==> src/rtl/pulse_rate_pkg.sv <==
// ---------------------------------------------------------------------------
// pulse_rate_pkg
// Shared definitions for the pulse rate monitor:
//   - state_e      : FSM state encoding (IDLE, MEASURE)
//   - DEF_*        : default parameter values for the monitor
//   - clog2()      : ceiling log2, used to size the window counter
// ---------------------------------------------------------------------------
package pulse_rate_pkg;

  typedef enum logic {
    IDLE    = 1'b0,
    MEASURE = 1'b1
  } state_e;

  localparam int DEF_WINDOW_CYCLES = 256;
  localparam int DEF_CNT_W         = 8;
  localparam int DEF_LOW_THRESH    = 4;
  localparam int DEF_HIGH_THRESH   = 200;

  // Number of bits needed to hold the values 0 .. value-1.
  function automatic int clog2(input int value);
    int result;
    result = 0;
    for (int i = 0; i < 31; i++) begin
      if ((1 << i) < value) begin
        result = i + 1;
      end
    end
    return result;
  endfunction

endpackage

==> src/rtl/pulse_edge_detect.sv <==
// ---------------------------------------------------------------------------
// pulse_edge_detect
// Registers the incoming pulse stream every cycle and flags rising edges.
// Ports:
//   i_clk    : system clock, rising edge
//   i_rst_n  : asynchronous active-low reset
//   i_pulse  : pulse stream, synchronous to i_clk
//   o_edge   : high in the cycle where i_pulse is 1 and was 0 the cycle before
// ---------------------------------------------------------------------------
module pulse_edge_detect (
  input  logic i_clk,
  input  logic i_rst_n,
  input  logic i_pulse,
  output logic o_edge
);

  logic pulse_d_q;
  logic pulse_d_d;

  always_comb begin
    pulse_d_d = i_pulse;
  end

  always_ff @(posedge i_clk or negedge i_rst_n) begin
    if (!i_rst_n) begin
      pulse_d_q <= 1'b0;
    end else begin
      pulse_d_q <= pulse_d_d;
    end
  end

  // A level held high produces a single edge on its first cycle only.
  assign o_edge = i_pulse & ~pulse_d_q;

endmodule

==> src/rtl/pulse_rate_monitor.sv <==
// ---------------------------------------------------------------------------
// pulse_rate_monitor
// Counts rising edges of i_pulse over back-to-back windows of WINDOW_CYCLES
// clocks and reports each window's count with a one-cycle valid strobe,
// flagging under-rate and over-rate against static thresholds.
//
// Ports:
//   i_clk        : system clock, rising edge
//   i_rst_n      : asynchronous active-low reset
//   i_pulse      : pulse stream under test
//   i_en         : run enable (level)
//   o_count      : edge count of last completed window, held until next report
//   o_valid      : one-cycle strobe, o_count/o_under/o_over updated this cycle
//   o_under      : last window count < LOW_THRESH
//   o_over       : last window count > HIGH_THRESH or counter saturated
//   o_busy       : high while measuring
//   i_alarm_clr  : (PULSE_RATE_MON_ALARM_EN only) clears o_alarm
//   o_alarm      : (PULSE_RATE_MON_ALARM_EN only) sticky out-of-range alarm
//
// Optional feature macro: PULSE_RATE_MON_ALARM_EN adds the sticky alarm.
// If LOW_THRESH > HIGH_THRESH both flags may assert together; that setup is
// legal but almost certainly a misconfiguration.
// ---------------------------------------------------------------------------
module pulse_rate_monitor
  import pulse_rate_pkg::*;
#(
  parameter int WINDOW_CYCLES = DEF_WINDOW_CYCLES,
  parameter int CNT_W         = DEF_CNT_W,
  parameter int LOW_THRESH    = DEF_LOW_THRESH,
  parameter int HIGH_THRESH   = DEF_HIGH_THRESH
) (
  input  logic             i_clk,
  input  logic             i_rst_n,
  input  logic             i_pulse,
  input  logic             i_en,
  output logic [CNT_W-1:0] o_count,
  output logic             o_valid,
  output logic             o_under,
  output logic             o_over,
`ifdef PULSE_RATE_MON_ALARM_EN
  input  logic             i_alarm_clr,
  output logic             o_alarm,
`endif
  output logic             o_busy
);

  localparam int                 WIN_W    = (clog2(WINDOW_CYCLES) < 1) ? 1 : clog2(WINDOW_CYCLES);
  localparam logic [WIN_W-1:0]   WIN_LAST = WIN_W'(WINDOW_CYCLES - 1);
  localparam logic [CNT_W-1:0]   CNT_MAX  = '1;
  localparam logic [31:0]        LOW_T    = 32'(LOW_THRESH);
  localparam logic [31:0]        HIGH_T   = 32'(HIGH_THRESH);

  state_e             state_q, state_d;
  logic [WIN_W-1:0]   win_cnt_q, win_cnt_d;
  logic [CNT_W-1:0]   edge_cnt_q, edge_cnt_d;
  logic               sat_q, sat_d;
  logic [CNT_W-1:0]   count_q, count_d;
  logic               valid_q, valid_d;
  logic               under_q, under_d;
  logic               over_q, over_d;

  logic               pulse_edge;
  logic [CNT_W-1:0]   final_cnt;
  logic               final_sat;
  logic               last_cycle;

  pulse_edge_detect u_edge (
    .i_clk   (i_clk),
    .i_rst_n (i_rst_n),
    .i_pulse (i_pulse),
    .o_edge  (pulse_edge)
  );

  // Running count including this cycle's edge. Once the counter sits at its
  // maximum, further edges only set the sticky saturation bit.
  always_comb begin
    final_cnt = edge_cnt_q;
    final_sat = sat_q;
    if (pulse_edge) begin
      if (edge_cnt_q == CNT_MAX) begin
        final_sat = 1'b1;
      end else begin
        final_cnt = edge_cnt_q + CNT_W'(1);
      end
    end
    last_cycle = (state_q == MEASURE) && (win_cnt_q == WIN_LAST);
  end

  // Next-state logic. The report is taken on the last window cycle even if
  // i_en drops in that same cycle; the following window starts with no gap.
  always_comb begin
    state_d    = state_q;
    win_cnt_d  = win_cnt_q;
    edge_cnt_d = edge_cnt_q;
    sat_d      = sat_q;
    count_d    = count_q;
    under_d    = under_q;
    over_d     = over_q;
    valid_d    = 1'b0;

    case (state_q)
      IDLE: begin
        win_cnt_d  = '0;
        edge_cnt_d = '0;
        sat_d      = 1'b0;
        if (i_en) begin
          state_d = MEASURE;
        end
      end

      MEASURE: begin
        if (last_cycle) begin
          count_d    = final_cnt;
          under_d    = (32'(final_cnt) < LOW_T);
          over_d     = (32'(final_cnt) > HIGH_T) || final_sat;
          valid_d    = 1'b1;
          win_cnt_d  = '0;
          edge_cnt_d = '0;
          sat_d      = 1'b0;
          state_d    = i_en ? MEASURE : IDLE;
        end else if (!i_en) begin
          win_cnt_d  = '0;
          edge_cnt_d = '0;
          sat_d      = 1'b0;
          state_d    = IDLE;
        end else begin
          win_cnt_d  = win_cnt_q + WIN_W'(1);
          edge_cnt_d = final_cnt;
          sat_d      = final_sat;
        end
      end

      default: begin
        state_d = IDLE;
      end
    endcase
  end

  always_ff @(posedge i_clk or negedge i_rst_n) begin
    if (!i_rst_n) begin
      state_q    <= IDLE;
      win_cnt_q  <= '0;
      edge_cnt_q <= '0;
      sat_q      <= 1'b0;
      count_q    <= '0;
      valid_q    <= 1'b0;
      under_q    <= 1'b0;
      over_q     <= 1'b0;
    end else begin
      state_q    <= state_d;
      win_cnt_q  <= win_cnt_d;
      edge_cnt_q <= edge_cnt_d;
      sat_q      <= sat_d;
      count_q    <= count_d;
      valid_q    <= valid_d;
      under_q    <= under_d;
      over_q     <= over_d;
    end
  end

`ifdef PULSE_RATE_MON_ALARM_EN
  logic alarm_q, alarm_d;

  // Sticky alarm: an out-of-range report overrides a simultaneous clear.
  always_comb begin
    alarm_d = alarm_q;
    if (i_alarm_clr) begin
      alarm_d = 1'b0;
    end
    if (valid_d && (under_d || over_d)) begin
      alarm_d = 1'b1;
    end
  end

  always_ff @(posedge i_clk or negedge i_rst_n) begin
    if (!i_rst_n) begin
      alarm_q <= 1'b0;
    end else begin
      alarm_q <= alarm_d;
    end
  end

  assign o_alarm = alarm_q;
`endif

  assign o_count = count_q;
  assign o_valid = valid_q;
  assign o_under = under_q;
  assign o_over  = over_q;
  assign o_busy  = (state_q == MEASURE);

endmodule

==> config.mk <==
export PLATFORM = sky130hd
export DESIGN_NAME = pulse_rate_monitor
export DESIGN_NICKNAME = d
export VERILOG_FILES = /design/src/rtl/pulse_rate_pkg.sv /design/src/rtl/pulse_edge_detect.sv /design/src/rtl/pulse_rate_monitor.sv
export SDC_FILE = /design/constraint.sdc
export NUM_CORES = 1
export LEC_CHECK = 0
export ABC_AREA = 1
export CAP_MARGIN = 10
export CORE_ASPECT_RATIO = 1.4
export CORE_MARGIN = 2
export CORE_UTILIZATION = 50
export DETAILED_ROUTE_END_ITERATION = 8
export PLACE_DENSITY = 0.75
export SYNTH_ARGS = -nofsm -noshare
export SYNTH_HDL_FRONTEND = slang
export SYNTH_SLANG_ARGS = --single-unit
export TNS_END_PERCENT = 30
==> constraint.sdc <==
create_clock -name i_clk -period 1.6 [get_ports i_clk]
set_input_delay 0.24 -clock i_clk [delete_from_list [all_inputs] [get_ports i_clk]]
set_output_delay 0.24 -clock i_clk [all_outputs]
set_load 0.005 [all_outputs]
# After elaboration in Yosys (flattened, before gate mapping)
# Index checks and enable logic that the tools add are counted.
# totals
regBits	30
in_bits	4
out_inout_bits	12
elab_cells	37
# op_classes
n_addsub	2
order_cmp	2
eq_ne	2
mux	16
bitwise	3
n_reduce_logical	3
# op_table
cell	n
two-way mux 8 bit	6
case mux 8 bit (2 select lines)	2
adder 8 x 1 -> 8 bit (second input constant)	2
== test 8 bit (second input constant)	2
greater-than comparator 8 bit (second input constant)	1
less-than comparator 8 x 3 -> 1 bit (second input constant)	1
two-way mux 1 bit	7
inverter 1 bit	2
case mux 1 bit (2 select lines)	1
AND reduction 2 bit	1
bitwise AND 1 bit	1
logical AND 1 bit	1
logical OR 1 bit	1

# Depth between registers and ports, before layout
# Gate-level depths: netlist (run 1).
# depth
ltp_word	6
depth_mapped	12
ltp_nobuf	12

# Cells and area by module
# A second synthesis (run 1) with hierarchy kept.
# hier_totals
cells_unflattened	167
hier_area_um2	1475.2
# by_module_without_submodules
module	n_inst	cells_each	area_each_um2	seq_area_each_um2
pulse_rate_monitor	1	164	1440.1	725.7
pulse_edge_detect	1	3	35.0	25.0

# Worst setup path before layout (run 1)
# OpenSTA, ideal clock, no wires.
# synth_path
path_kind	register -> register
from	reg edge_cnt_q[0]
to	reg over_q, in the netlist o_over
setup_time_ps	120
arrival_time_ps	1393
required_time_ps	1480
slack_ps	88
path_stages_with_launch	12
path_buffers	0
synth_period_minus_slack_ps	1512
cell_sequence	dfrtp_1 > ha_1 > nand2_2 > nor2_8 > nand2_4 > nand2_2 > o21ai_1 > nand2_1 > nor2_1 > nand2_1 > nand2_1 > a21oi_2
# synth_via
elab_chain_cells	5
elab_cells_between_ends	8
classes_between	add/sub (1); order compare (1); eq/ne (1); mux (4); reduce/logical (1)
# synth_rtl
item	line	text
from (decl)	pulse_rate_monitor.sv:55	logic [CNT_W-1:0] edge_cnt_q, edge_cnt_d;
from (signal assigned)	pulse_rate_monitor.sv:152	edge_cnt_q <= edge_cnt_d;
adder 8 x 1 -> 8 bit or == test 8 bit (tied branches)	pulse_rate_monitor.sv:83, pulse_rate_monitor.sv:80	
two-way mux 8 bit	pulse_rate_monitor.sv:80	if (edge_cnt_q == CNT_MAX) begin
two-way mux 8 bit	pulse_rate_monitor.sv:79	if (pulse_edge) begin
greater-than comparator 8 bit	pulse_rate_monitor.sv:115	over_d = (32'(final_cnt) > HIGH_T) || final_sat;
logical OR 1 bit (*)	pulse_rate_monitor.sv:115	
to (signal assigned)	pulse_rate_monitor.sv:157	over_q <= over_d;
to (decl)	pulse_rate_monitor.sv:60	logic over_q, over_d;
# Mark *: on every way between the ends. The rest lies on a longest branch, timed or not.
# A chain may end at the register's enable or synchronous reset.

# Worst setup path in the final report (run 1)
# layout_path
from	reg edge_cnt_q[1]
to	reg over_q, in the netlist o_over
# The elaborated chain is that of the path after synthesis.

==> results of run 1 <==
[final timing paths]
path / startpoint / end / slack [ns] / cells past startpoint
min reg2reg: o_count[6] / o_count[6] / 0.48 / 2
min in group i_clk: i_pulse / u_edge.pulse_d_q / 0.42 / 1
max reg2reg: edge_cnt_q[1] / o_over / 0.08 / 11
max: edge_cnt_q[1] / o_over / 0.08 / 11
max in group asynchronous: i_rst_n / o_count[6] / 1.00 / 2
min: i_rst_n / o_count[5] / 0.33 / 2
[stage by stage]
stage	setup TNS, ns	total power, mW	hold slack [ns]	utilization
floorplan	0	0.8221	-0.05559	-
global placement	-0.1098	0.8745	0.4641	0.6342
detailed placement	-0.2223	0.8782	0.4653	0.6342
CTS	0	1.451	0.3413	0.6675
global route	-0.03891	1.508	0.3857	0.6869
finish	0	1.444	0.3300	0.6869
[kinds of logic after synthesis]
logic type | synth area share
simple gates | 0.3205
flops | 0.5034
buf+inv | 0.08137
compound gates | 0.05452
xor+xnor | 0.02349
fa+ha+maj | 0.01678
[cells in the mapped netlist (2+ instances only)]
library cell / count
nand2_1: 36
dfrtp_1: 30
inv_1: 22
nor2_1: 16
nand3_1: 8
nand2_2: 6
nand4_1: 6
nand3_2: 5
o21ai_0: 5
inv_2: 4
o21ai_1: 4
a21oi_1: 3
xor2_1: 3
a31oi_1: 2
ha_1: 2
nor3_1: 2
nor3_2: 2
[registers in the layout, indices dropped and copies added (netlist names)]
name	cells
edge_cnt_q	8
o_count	8
win_cnt_q	8
o_busy	1
o_over	1
o_under	1
o_valid	1
sat_q	1
u_edge.pulse_d_q	1
[where the power goes]
part | switching, mW | internal [mW] | leakage (nW) | total (mW)
logic | 0.0553 | 0.0445 | 0.604 | 0.0998
clock network | 0.281 | 0.291 | 0.0438 | 0.572
registers | 0.00632 | 0.766 | 0.360 | 0.772
[area by class of cell]
type	count	share of cell area
Sequential cell	30	0.3836
Clock buffer	5	0.03517
Tap cell	37	0.02366
Inverter	26	0.04987
Clock inverter	2	0.005115
Timing Repair Buffer	36	0.1630
Multi-Input combinational cell	110	0.3395
[routing by layer]
layer	global-route usage	vias up	wire length, um
met4	0.1458	0	87
met2	0.3750	19	1707
met3	0.06250	7	95
li1	-	613	-
met1	0.2246	577	1252
met5	0	-	0
[what timing repair did]
action / CTS / global route
gates cloned: 0 / 0
endpoints found under the setup margin: 3 / 21
pin swaps: 1 / 4
gates resized for setup: 3 / 13
setup buffers: 1 / 1
[critical path: stages, from the launching register on]
cell	delay [ns]
dfrtp_1	0.41
ha_4	0.18
nand2_4	0.08
nor2_8	0.05
nand2_4	0.10
nand2_2	0.07
o21ai_1	0.11
nand2_1	0.09
nor2_2	0.12
nand2_1	0.07
nand2_1	0.06
a21oi_2	0.05
==> flow_summary_export.csv, run 1 <==
group,metric,value,unit
critical_path,worstPathArrival,1.70,ns
drt,final_antenna_net_count,0,
sta,final-setup-viol-count,0,
synth,synth_cell_type_count,30,
drt,drtPass1Iterations,4,
synth,synth_top_cell_by_area,"dfrtp_1",
global_routing,grt_pass1_vias,1281,
synth,ys_seq_elements,30,
floorplanning,initial_core_util,0.5235,
drt,drt_wl_total,3.142,mm
synth,synth_nets,175,
sta,hold_viol,0,
min_path,hold_class,"in2async",
synth,yosys_warnings,0,
finish,multi_input_area,664.4,sq um
synth,synth_cells,169,
floorplanning,num_rows,23,
placed_design,dp_cells,237,
synth,synth_edf_count,0,
critical_path,cp-end-kind,"register",
clock_network,cts_buffers,5,
floorplanning,fp.dieH,68.62,um
clock_network,root_buffer,"clkbuf_8",
clock_network,clk_pin_slew,0.06,ns
finish,regArea,750.7,sq um
placed_design,pre_cts_ws,-0.09462,ns
global_routing,grt_pass1_wl,5.368,mm
sta,fin_crit_sh,0.9478,
critical_path,crit_fanout,8,
placed_design,placed_cell_area,1807,sq um
pwr,leakage,1.008,nW
critical_path,cp-start-kind,"register",
clock_network,cts_tree,"built",
drt,viasPerCell,4.943,
clock_network,cts.sinks,30,
sta,tightestPinTransition,0.3641,ns
critical_path,crit_type,"reg2reg",
floorplanning,pin_count,16,
placed_design,io_buffers,15,
global_routing,grt-ovfl-total,0,
finish,syn_to_final_growth,31.21,%
finish,final_area,1957,sq um
placed_design,gp_congestion,0.8100,
synth,syn-cell-area,1491,sq um
global_routing,track_usage,0.2152,
synth,synth.avg_cell_area,8.825,sq um
floorplanning,core,2849,sq um
finish,nNetsFinal,215,
synth,synth_top_area_share,0.5034,
drt,num_vias,1216,
synth,yosys-top-cells-area,"dfrtp_1 (50%), nand2_1 (9.1%), inv_1 (5.5%)",
floorplanning,die_x,50.16,um
sta,finalCriticalPeriod,1.516,ns
finish,antennaDiodeCount,0,
finish,layout-drive-gt1-share,0.2823,
pwr,irDropWorstVdd,547.9,uV
sta,slew_headroom,0.7572,
critical_path,cp.required,1.78,ns
finish,fillers,232,
drt,drt_iter0_drc,26,
global_routing,antenna_found_initial,0,
drt,drc,0,
synth,synth-seq-area-share,0.5034,
finish,stdcell_count,246,
floorplanning,die_area,3442,sq um
clock_network,clk_path_buf_depth,2,
finish,final_common_cell,"nand2_1",
synth,async_flop_share,1.000,
drt,wl_per_cell,12.77,um
clock_network,hold_buffers,0,
sta,fin_ws,0.08353,ns
clock_network,clk_latency,0.29,ns
placed_design,dpl.hpwl,2.312,mm
run_status,outcome,"completed",
sta,final_max_slew_viol_count,0,
run,drv_cap,0,
synth,yosys_most_used_dff,"dfrtp_1",
finish,final_cell_mix,"nand2_1 (35), dfrtp_1 (30), inv_1 (21)",
sta,fin_skew,0.006904,ns
global_routing,grt_max_degree,31,
pwr,power-per-cell-area,738.0,nW/um^2
sta,fmax,0.6594,GHz
clock_network,h-tree-depth,2,
sta,rsz0062_at_grt,"yes",
Power figures use the tool's default switching activity.
==> run 2, diff against run 1 <==
--- a/config.mk
+++ b/config.mk
@@ -9,9 +9,9 @@
 export CAP_MARGIN = 10
 export CORE_ASPECT_RATIO = 1.4
 export CORE_MARGIN = 2
-export CORE_UTILIZATION = 50
+export CORE_UTILIZATION = 55
 export DETAILED_ROUTE_END_ITERATION = 8
-export PLACE_DENSITY = 0.75
+export PLACE_DENSITY = 0.78
 export SYNTH_ARGS = -nofsm -noshare
 export SYNTH_HDL_FRONTEND = slang
 export SYNTH_SLANG_ARGS = --single-unit
==> constraint.sdc (replaced) <==
create_clock -name i_clk -period 1.4 [get_ports i_clk]
set_input_delay 0.21 -clock i_clk [delete_from_list [all_inputs] [get_ports i_clk]]
set_output_delay 0.21 -clock i_clk [all_outputs]
set_load 0.005 [all_outputs]
==> flow_summary_export.csv, run 2 (synthesis gave the netlist of run 1 again) <==
group,metric,value,unit
sta,hold_viol,0,
min_path,hold_class,"in2async",
global_routing,grt_pass1_vias,1351,
clock_network,cts.sinks,30,
critical_path,cp-start-kind,"register",
clock_network,root_buffer,"clkbuf_4",
clock_network,hold_buffers,0,
critical_path,worstPathArrival,1.82,ns
sta,fin_ws,-0.1500,ns
placed_design,dpl.hpwl,2.453,mm
run_status,violations,"setup timing",
finish,final_util,0.8526,
critical_path,cp-endpoint,"o_over",
clock_network,clk_path_buf_depth,2,
sta,rsz0062_at_grt,"yes",
floorplanning,die_x,48.01,um
floorplanning,num_rows,22,
placed_design,gp_congestion,0.8083,
critical_path,cp.required,1.67,ns
pwr,power-per-cell-area,746.9,nW/um^2
pwr,leakage,1.096,nW
pwr,irDropWorstVdd,726.9,uV
finish,syn_to_final_growth,49.50,%
global_routing,grt-ovfl-total,0,
finish,layout-drive-gt1-share,0.4444,
drt,drt_iter0_drc,46,
clock_network,h-tree-depth,2,
sta,slew_headroom,0.7431,
clock_network,clk_latency,0.34,ns
drt,num_vias,1346,
global_routing,track_usage,0.2704,
global_routing,grt_pass1_wl,5.802,mm
clock_network,cts_tree,"built",
drt,drc,0,
sta,fmax,0.6452,GHz
critical_path,cp-end-kind,"register",
sta,final-setup-viol-count,16,
finish,final_cell_mix,"dfrtp_1 (30), buf_4 (28), nand2_1 (25)",
sta,fin_crit_sh,1.107,
run,drv_cap,0,
pwr,total_power,1.665,mW
critical_path,worstSetupStartpoint,"edge_cnt_q[1]",
clock_network,cts_buffers,5,
finish,stdcell_count,261,
global_routing,antenna_found_initial,0,
floorplanning,fp.dieH,65.62,um
finish,nNetsFinal,230,
sta,finalCriticalPeriod,1.550,ns
drt,drt_wl_total,3.896,mm
critical_path,r2r-end,"o_over",
floorplanning,pin_count,16,
sta,final_max_slew_viol_count,0,
finish,final_common_cell,"dfrtp_1",
placed_design,dp_cells,246,
critical_path,reg2reg_depth,12,
drt,final_antenna_net_count,0,
global_routing,grt_max_degree,31,
critical_path,crit_type,"reg2reg",
sta,fin_skew,0.01148,ns
finish,antennaDiodeCount,0,
floorplanning,core,2615,sq um
floorplanning,initial_core_util,0.5703,
run_status,outcome,"finished with violations",
drt,viasPerCell,5.157,
placed_design,io_buffers,15,
clock_network,clk_pin_slew,0.10,ns
critical_path,crit_fanout,8,
critical_path,r2r_start,"edge_cnt_q[1]",
floorplanning,die_area,3150,sq um
drt,drtPass1Iterations,4,
drt,wl_per_cell,14.93,um
critical_path,r2r_setup_slack,-0.15,ns
sta,tightestPinTransition,0.3854,ns
-- run 2: cell count changes in the layout (fill, tap and decap cells not counted), sizes merged --
cell	previous run	this run
clkdlybuf4s50	15	3
clkinv	2	0
dlygate4sd2	0	11
dlymetal6s2s	0	1
clkbuf	5	8
buf	21	36
-- run 2: stage by stage --
stage	hold slack, ns	area, sq um	setup TNS, ns	setup WS (ns)
6_report	0.2479	2230	-1.212	-0.1500
5_1_grt	0.2791	2230	-3.356	-0.2292
4_1_cts	0.2581	2079	-1.014	-0.1549
3_5_place_dp	0.4844	1891	-3.203	-0.2696
3_3_place_gp	0.4637	1891	-2.377	-0.2245
2_1_floorplan	-0.08559	1501	-0.2258	-0.03977
-- run 2: cell type report --
cell class | count | area (sq um)
Multi-Input combinational cell | 110 | 798.3
Sequential cell | 30 | 750.7
Timing Repair Buffer | 51 | 459.2
Fill cell | 137 | 385.4
Inverter | 26 | 97.59
Clock buffer | 8 | 78.83
Tap cell | 36 | 45.04
-- run 2: layer usage --
metal | global-route usage | vias up | wire length [um]
met2 | 0.4600 | 40 | 2202
met3 | 0.06593 | 16 | 130
li1 | - | 647 | -
met5 | 0 | - | 0
met1 | 0.2810 | 643 | 1407
met4 | 0.1588 | 0 | 156
-- run 2: critical path: stages, from the launching register on --
cell and delay, ns:
dfrtp_1 0.41, ha_4 0.17, nand2_4 0.06, nor2_8 0.14, nand2_8 0.09, buf_6 0.12
nand3_2 0.05, nand2_2 0.07, nand3_2 0.08, nand2_1 0.06, nand2_1 0.05, nand2_1 0.06
a21oi_2 0.11
-- run 2: repair_timing --
item,in CTS,in global routing
buffers inserted,3,3
gates resized for setup,35,33
cloned,1,0
pin swaps,11,12
setup endpoints to repair,34,29
-- run 2: power breakdown --
group / switching (mW) / internal, mW
Combinational: 0.0741 / 0.0542
Sequential: 0.00639 / 0.874
Clock: 0.314 / 0.343
Total: 0.394 / 1.27
-- run 2: how the worst min path moves through the flow --
stage	start	end	slack, ns	depth (start not counted)
2_1_floorplan	i_rst_n	edge_cnt_q[0]	-0.09	0
3_3_place_gp	o_count[6]	o_count[6]	0.46	2
3_5_place_dp	o_count[5]	o_count[5]	0.48	2
4_1_cts	i_rst_n	edge_cnt_q[5]	0.26	2
5_1_grt	i_rst_n	o_count[4]	0.28	2
6_report	i_rst_n	edge_cnt_q[0]	0.25	2
